<file path="src/rtl/axi4_slave_wr_arbiter_if.sv">
// Request/grant bundle between the crossbar write path and one per-slave write arbiter.
// The master modport is the crossbar side; the slave modport is the arbiter side.
interface axi4_slave_wr_arbiter_if #(
  parameter int MASTER_NUM = 2
);
  localparam int IDX_W = $clog2(MASTER_NUM);

  logic [MASTER_NUM-1:0] aw_req;
  logic                  aw_hs;
  logic                  w_last_hs;
  logic                  b_hs;
  logic [MASTER_NUM-1:0] grant;
  logic [IDX_W-1:0]      grant_idx;
  logic                  busy;
  logic                  timeout_err;

  modport master (
    output aw_req, aw_hs, w_last_hs, b_hs,
    input  grant, grant_idx, busy, timeout_err
  );

  modport slave (
    input  aw_req, aw_hs, w_last_hs, b_hs,
    output grant, grant_idx, busy, timeout_err
  );
endinterface

</file>
<file path="src/rtl/axi4_slave_wr_arbiter.sv">
// Round-robin per-slave AXI4 write arbiter; grant held from AW through WLAST to B (watchdog: AXI4_WR_ARB_TIMEOUT_EN).
// Latency: request in cycle N -> registered grant in N+1. Backpressure: holds grant until b_hs, ignores new requests meanwhile.
module axi4_slave_wr_arbiter #(
  parameter int MASTER_NUM  = 2,
  parameter int TIMEOUT_CYC = 255
) (
  input logic                    clk,
  input logic                    rst,
  axi4_slave_wr_arbiter_if.slave bus
);
  localparam int IDX_W = $clog2(MASTER_NUM);

  if (MASTER_NUM < 2 || TIMEOUT_CYC < 1) begin : g_bad_cfg
    $error("axi4_slave_wr_arbiter: MASTER_NUM must be >= 2 and TIMEOUT_CYC >= 1");
  end

  typedef enum logic [1:0] {IDLE, ADDR, DATA, RESP} state_t;

  state_t                state_q, state_d;
  logic [MASTER_NUM-1:0] grant_q, grant_d;
  logic [IDX_W-1:0]      idx_q, idx_d;
  logic [IDX_W-1:0]      rr_q, rr_d;
  logic [IDX_W-1:0]      win;
  logic                  found;
  logic                  busy_q, busy_d;
  logic                  w_done_q, w_done_d;

`ifdef AXI4_WR_ARB_TIMEOUT_EN
  localparam int CNT_W = $clog2(TIMEOUT_CYC + 1);
  logic [CNT_W-1:0] cnt_q;
  logic             to_q;
  logic             fire;
`endif

  // Two passes give "first requester at or after rr_ptr" with wrap-around.
  always_comb begin
    found = 1'b0;
    win   = '0;
    for (int j = 0; j < MASTER_NUM; j++) begin
      if (!found && bus.aw_req[j] && j >= int'(rr_q)) begin
        found = 1'b1;
        win   = IDX_W'(j);
      end
    end
    for (int j = 0; j < MASTER_NUM; j++) begin
      if (!found && bus.aw_req[j]) begin
        found = 1'b1;
        win   = IDX_W'(j);
      end
    end
  end

  always_comb begin
    state_d  = state_q;
    grant_d  = grant_q;
    idx_d    = idx_q;
    busy_d   = busy_q;
    rr_d     = rr_q;
    w_done_d = w_done_q;
`ifdef AXI4_WR_ARB_TIMEOUT_EN
    fire     = 1'b0;
`endif
    case (state_q)
      IDLE: begin
        if (found) begin
          state_d = ADDR;
          grant_d = MASTER_NUM'(1) << win;
          idx_d   = win;
          busy_d  = 1'b1;
          rr_d    = (win == IDX_W'(MASTER_NUM - 1)) ? '0 : win + 1'b1;
        end
      end
      ADDR: begin
        // W may complete before AW; remember it so AW can skip DATA.
        if (bus.aw_hs && (bus.w_last_hs || w_done_q)) begin
          state_d  = RESP;
          w_done_d = 1'b0;
        end else if (bus.aw_hs) begin
          state_d = DATA;
        end else if (bus.w_last_hs) begin
          w_done_d = 1'b1;
        end
      end
      DATA: begin
        if (bus.w_last_hs) state_d = RESP;
      end
      RESP: begin
        if (bus.b_hs) begin
          state_d = IDLE;
          grant_d = '0;
          idx_d   = '0;
          busy_d  = 1'b0;
        end
      end
      default: state_d = IDLE;
    endcase
`ifdef AXI4_WR_ARB_TIMEOUT_EN
    // A real transition in the expiry cycle takes precedence over the watchdog.
    if (state_q != IDLE && state_d == state_q && cnt_q == CNT_W'(TIMEOUT_CYC - 1)) begin
      state_d  = IDLE;
      grant_d  = '0;
      idx_d    = '0;
      busy_d   = 1'b0;
      w_done_d = 1'b0;
      fire     = 1'b1;
    end
`endif
  end

  always_ff @(posedge clk or posedge rst) begin
    if (rst) begin
      state_q  <= IDLE;
      grant_q  <= '0;
      idx_q    <= '0;
      rr_q     <= '0;
      busy_q   <= 1'b0;
      w_done_q <= 1'b0;
    end else begin
      state_q  <= state_d;
      grant_q  <= grant_d;
      idx_q    <= idx_d;
      rr_q     <= rr_d;
      busy_q   <= busy_d;
      w_done_q <= w_done_d;
    end
  end

`ifdef AXI4_WR_ARB_TIMEOUT_EN
  always_ff @(posedge clk or posedge rst) begin
    if (rst) begin
      cnt_q <= '0;
      to_q  <= 1'b0;
    end else begin
      cnt_q <= (state_d != state_q || state_q == IDLE) ? '0 : cnt_q + 1'b1;
      to_q  <= fire;
    end
  end

  assign bus.timeout_err = to_q;
`else
  assign bus.timeout_err = 1'b0;
`endif

  assign bus.grant     = grant_q;
  assign bus.grant_idx = idx_q;
  assign bus.busy      = busy_q;
endmodule

</file>
<file path="src/flat_wrapper.sv">
// flat-port wrapper written by rule: the top's interface ports become plain ports
module axi4_slave_wr_arbiter_flat 
#(
  parameter int MASTER_NUM  = 2,
  parameter int TIMEOUT_CYC = 255
)
  (clk, rst, bus_aw_req, bus_aw_hs, bus_w_last_hs, bus_b_hs, bus_grant, bus_grant_idx, bus_busy, bus_timeout_err);
  axi4_slave_wr_arbiter_if #(.MASTER_NUM(MASTER_NUM)) bus_i ();
  input logic clk;
  input logic rst;
  input wire logic [$bits(bus_i.aw_req)-1:0] bus_aw_req;
  input wire logic [$bits(bus_i.aw_hs)-1:0] bus_aw_hs;
  input wire logic [$bits(bus_i.w_last_hs)-1:0] bus_w_last_hs;
  input wire logic [$bits(bus_i.b_hs)-1:0] bus_b_hs;
  output wire logic [$bits(bus_i.grant)-1:0] bus_grant;
  output wire logic [$bits(bus_i.grant_idx)-1:0] bus_grant_idx;
  output wire logic [$bits(bus_i.busy)-1:0] bus_busy;
  output wire logic [$bits(bus_i.timeout_err)-1:0] bus_timeout_err;
  assign bus_i.aw_req = bus_aw_req;
  assign bus_i.aw_hs = bus_aw_hs;
  assign bus_i.w_last_hs = bus_w_last_hs;
  assign bus_i.b_hs = bus_b_hs;
  assign bus_grant = bus_i.grant;
  assign bus_grant_idx = bus_i.grant_idx;
  assign bus_busy = bus_i.busy;
  assign bus_timeout_err = bus_i.timeout_err;
  axi4_slave_wr_arbiter #(.MASTER_NUM(MASTER_NUM), .TIMEOUT_CYC(TIMEOUT_CYC)) u_core (.clk(clk), .rst(rst), .bus(bus_i));
endmodule
</file>
<file path="config.mk">
export PLATFORM = sky130hd
export DESIGN_NAME = axi4_slave_wr_arbiter_flat
export DESIGN_NICKNAME = d
export VERILOG_FILES = /design/src/rtl/axi4_slave_wr_arbiter_if.sv /design/src/rtl/axi4_slave_wr_arbiter.sv /design/src/flat_wrapper.sv
export SDC_FILE = /design/constraint.sdc
export NUM_CORES = 1
export LEC_CHECK = 0
export CAP_MARGIN = 20
export CELL_PAD_IN_SITES_DETAIL_PLACEMENT = 0
export CELL_PAD_IN_SITES_GLOBAL_PLACEMENT = 1
export CORE_AREA = 2 2 39 41
export DETAILED_ROUTE_END_ITERATION = 16
export DIE_AREA = 0 0 41 43
export PLACE_DENSITY = 0.78
export SETUP_SLACK_MARGIN = 0.02
export SYNTH_ARGS = -nofsm -noshare
export SYNTH_HDL_FRONTEND = slang
export SYNTH_SLANG_ARGS = --single-unit
</file>
<file path="constraint.sdc">
create_clock -name clk -period 1.8 [get_ports clk]
set_input_delay 0.36 -clock clk [delete_from_list [all_inputs] [get_ports clk]]
set_output_delay 0.36 -clock clk [all_outputs]
set_load 0.03 [all_outputs]
</file>
; ---- Word level (Yosys, flattened, before mapping)
; Index checks and enable logic that the tools add are counted.
; Widths: inputs -> output; s select.
[totals]
regBits = 8
inputBits = 7
output_inout_bits = 5
word_cells = 57
[classes]
add_sub_neg = 1
magnitude_cmp = 1
eq_ne = 8
n_shift = 1
n_mux = 24
n_reduce_logical = 16
[op_table]
columns = operator, count
row1 = $mux 1, 14
row2 = $mux 2, 6
row3 = $pmux 2 s4, 1
row4 = $reduce_and 3->1, 2
row5 = $logic_and 1x1->1, 5
row6 = $eq 2x2->1 const B, 2
row7 = $ne 2x1->1 const B, 2
row8 = $ne 2x2->1 const B, 2
row9 = $pmux 1 s2, 2
row10 = $pmux 2 s2, 1
row11 = $reduce_and 4->1, 1
row12 = $reduce_bool 2->1, 2
row13 = $logic_not 1->1, 3
row14 = $ne 3x2->1 const B, 1
row15 = $eq 2x1->1 const B, 1
row16 = $logic_not 2->1, 1
row17 = $reduce_and 2->1, 1
row18 = $shl 1x1->2 const A, 1
row19 = $add 1x1->1 const B, 1
row20 = $ge 1x1->1 const A, 1
row21 = $logic_or 1x1->1, 1

; ---- Logic depth before layout (Yosys ltp)
; Gate-level depths: netlist of run 1.
[logic_depth]
ltp_word = 15
ltp_mapped = 6
ltp_nobuf = 6

; ---- Least setup slack after synthesis of run 1
; No wires, ideal clock.
[synth_path]
kind = reg-to-reg
startpoint = register u_core.state_q[0]
endpoint = register u_core.state_q[1]
setup_ns = 0.125
t_arrival_ns = 1.289
required_time_ns = 1.675
setup_slack_ns = 0.385
stages_incl_launch_ff = 6
n_path_buf = 0
period_less_slack_ns = 1.415
cell_sequence = dfrtp_1 -> ha_1 -> nand2b_1 -> o221ai_2 -> a21oi_2 -> mux2_4
[synth_between]
elab_chain_cells = 3
elab_cells_between_ends = 10
cone_classes = 7 x eq/ne / 1 x mux / 2 x reduce/logical
[synth_lines]
columns = item, line
row1 = from (decl), axi4_slave_wr_arbiter.sv:19  ; state_t state_q, state_d;
row2 = from (signal assigned), axi4_slave_wr_arbiter.sv:119  ; state_q <= state_d;
row3 = $eq 2x1->1 (tied with other cells), axi4_slave_wr_arbiter.sv:63  ; case (state_q)
row4 = $ne 3x2->1 (no source line) (tied with other cells), --
row5 = $reduce_and 4->1 (no source line), --
; Several ways; a longest one is shown, not always the timed one.
; A chain may end at the register's enable or synchronous reset.

==> results of run 1 <==
[synth_stat cells]
| cell type | instances |
|---|---|
| ha_1 | 4 |
| conb_1 | 1 |
| a21oi_1 | 3 |
| nand2b_1 | 2 |
| a32o_1 | 1 |
| a31oi_1 | 1 |
| inv_1 | 4 |
| o21a_1 | 1 |
| nand2_1 | 2 |
| o221ai_2 | 1 |
| nand3b_1 | 1 |
| o211ai_1 | 2 |
| a21o_1 | 1 |
| nor3b_2 | 1 |
| dfrtp_1 | 7 |
| inv_2 | 1 |
| mux2_4 | 1 |
| o32a_2 | 1 |
| a21oi_2 | 1 |
| a22o_1 | 1 |
| buf_4 | 2 |
| nor2_1 | 1 |
[cells by family after synthesis]
kind of cell	Yosys count
AO/OA/AOI/OAI	13
adder cells (fa/ha/maj)	4
buffers and inverters	7
flip-flops	7
multiplexers	1
other	1
AND/OR/NAND/NOR	7
[cell type report]
class / instances / share of cell area [%]
clock buffers: 4 / 4.65
well taps: 16 / 3.54
repair buffers: 11 / 19.0
inverters: 5 / 3.32
flip-flops and latches: 7 / 31.0
multi-input cells: 26 / 38.5
[sequential cells by signal, summed over array words and instances (netlist names)]
register and flops:
u_core.bus.busy 1, u_core.bus.grant 1, u_core.bus.grant_idx 1, u_core.rr_q 1, u_core.state_q 2, u_core.w_done_q 1
[stage by stage]
stage / util (%) / cells / instance area (um2) / worst slack, ns / hold WS (ns)
floorplan: - / 40 / 427 / 0.385 / 0.163
global placement: 39.0 / 65 / 539 / 0.143 / 0.465
detailed placement: 39.0 / 65 / 539 / 0.157 / 0.470
CTS: 40.9 / 69 / 566 / 0.124 / 0.349
global route: 40.9 / 69 / 566 / 0.101 / 0.385
finish: 40.9 / 69 / 566 / 0.144 / 0.344
[placed cells by master (no fill, tap or decap)]
cell,Yosys,final
clkbuf_1,0,1
nor2_1,1,1
o221ai_2,1,1
buf_4,2,1
inv_1,4,4
dfrtp_1,7,7
nand3b_1,1,1
o21a_1,1,1
conb_1,1,1
a22o_1,1,1
o211ai_1,2,2
o32a_2,1,1
a21o_1,1,1
a21oi_2,1,1
clkbuf_4,0,3
nor3b_2,1,1
a21oi_1,3,3
a32o_1,1,1
ha_1,4,4
nand2b_1,2,2
a31oi_1,1,1
nand2_1,2,2
mux2_4,1,1
inv_2,1,1
clkdlybuf4s50_1,0,10
[power by group through the flow]
stage / registers (uW) / logic (uW) / clock network (uW)
after floorplan: 345 / 380 / 0
after global placement: 299 / 558 / 0
after detailed placement: 301 / 563 / 0
after CTS: 300 / 569 / 150
after global routing: 310 / 626 / 159
final: 299 / 561 / 142
[path summary, 6_finish.rpt]
path                                       from                end  slack (ns)
max in group asynchronous                   rst  u_core.state_q[0]        1.24
max                        u_core.bus.grant_idx       bus_grant[1]        0.14
min                                         rst    u_core.bus.busy        0.34
max reg2reg                   u_core.state_q[0]  u_core.state_q[1]        0.30
min in group clk                u_core.bus.busy    u_core.bus.busy        0.48
min reg2reg                     u_core.bus.busy    u_core.bus.busy        0.48
[per-layer routing]
metal | track usage, % | part of all wire, %
met5 | 0 | 0
met1 | 13.7 | 44
met3 | 3.14 | 6.4
met4 | 10.0 | 1.9
met2 | 15.0 | 47
==> impl_metrics.py, run 1 <==
metrics = {
    "timing": {
        "skew_ns": 0.00368,
        "max_freq_ghz": 0.604,
        "slew_viol_final": 0,
        "final-setup-viol-count": 0,
        "fin_crit_sh_pct": 92.0,
        "fin_crit_ns": 1.66,
        "hold_viol_final": 0,
        "setup_tns_ns": 0,
        "rsz0062_at_grt": "no",
    },
    "route": {
        "avgViaCountPerCell": 4.81,
        "totalWireLength_um": 755,
        "wl_per_cell_um": 10.9,
        "drc": 0,
        "drt_iter0_markers": 3,
        "ant_nets": 0,
        "drtPass1Iterations": 4,
        "vias": 332,
    },
    "critical_path": {
        "cp-end-kind": "primary output",
        "path_buf_inv": 1,
        "critPathMaxFanout": 3,
        "path_class": "reg2out",
        "startpoint_type": "flop",
        "reg2reg_depth": 5,
        "cp.depth": 1,
        "cp_slowest_stage_delay_ns": 0.68,
        "cp.required_ns": 1.44,
        "path_cells": "clkdlybuf4s50_1",
        "cp_top_family": "buffers and inverters",
        "worstPathArrival_ns": 1.30,
        "critPathSlowestCell": "clkdlybuf4s50_1",
    },
    "placed_design": {
        "port_buffers": 10,
        "gp_congestion": 0.693,
        "dp_hpwl_um": 601,
    },
    "power_and_ir_drop": {
        "p_sw_share_pct": 39.8,
        "p_switching_uw": 399,
        "p_leak_uw": 0.000255,
        "power.total_uw": 1000,
        "p_clk_share_pct": 14.2,
        "vdd_drop_max_mv": 0.661,
        "seq_power_share_pct": 29.9,
        "internal_power_uw": 604,
        "p_comb_share_pct": 56.0,
        "p_per_area_nw_per_um2": 1770,
    },
    "cts": {
        "cts_buffer_depth": 2,
        "cts.clk_slew.worst_paths_ns": 0.05,
        "cts-buffers-inserted": 3,
        "cts_sinks": 7,
        "post_cts_buffers": 0,
        "htreeDepth": 1,
        "cts_tree": "yes",
        "clockRootBuffer": "clkbuf_4",
        "cts_resized": 0,
        "worstSkewPairLatency_ns": 0.25,
        "cts_hold_buf": 0,
    },
    "global_route": {
        "grt_antenna_before_repair": 0,
        "grt_max_degree": 9,
        "grt_overflow": 0,
        "grt_usage_pct": 11.2,
        "grt_pass1_wl_um": 1300,
        "grt_pass1_vias": 313,
    },
    "synth": {
        "syn_avg_cell_area_um2": 10.7,
        "synthTopCellsByArea": "dfrtp_1 41%, ha_1 12%, a21oi_1 3.5%",
        "synth_area_um2": 427,
        "synth_compound_area_share_pct": 24.6,
        "synth_xor_area_share_pct": 0,
        "yosys.area_share.adder_pct": 11.7,
        "synth_area_leader_cell": "dfrtp_1",
        "synth_top_family_by_area": "compound AO/OA/AOI/OAI gates",
        "ys_warn_count": 0,
        "yosysUniqueCellTypes": 22,
        "synth_nets": 51,
        "syn_inst": 40,
        "synthMuxAreaShare_pct": 3.52,
        "synth-seq-cells": 7,
        "yosysTopAreaCellShare_pct": 41.1,
        "yosysSeqAreaShare_pct": 41.1,
        "synthSimpleGateAreaFrac_pct": 10.3,
    },
    "cells_and_area": {
        "antenna_cells": 0,
        "fillerInstances": 141,
        "drive_above_1_share_pct": 18.9,
        "area_growth_pct": 32.6,
        "multi_input_area_um2": 218,
        "final_nets": 65,
        "regArea_um2": 175,
    },
    "floorplanning": {
        "die_area_um2": 1760,
        "dieWidth_um": 41,
        "fp.dieH_um": 43,
        "io_pins": 12,
        "start_util_pct": 30.8,
        "design.core.area_um2": 1380,
        "num_rows": 14,
    },
    "worst_hold_path": {
        "hold_path.class": "in2async",
    },
    "run_status": {
        "outcome": "complete, no violations",
    },
    "job": {
        "maxCapViolCount": 0,
    },
}
(Power assumes the default switching activity.)
==> inputs of run 2 (changes only) <==
Settings changed: SETUP_SLACK_MARGIN 0.02 to not set.
==> results of run 2 <==
No change in the layout: final DEF, timing and power equal those of run 1.
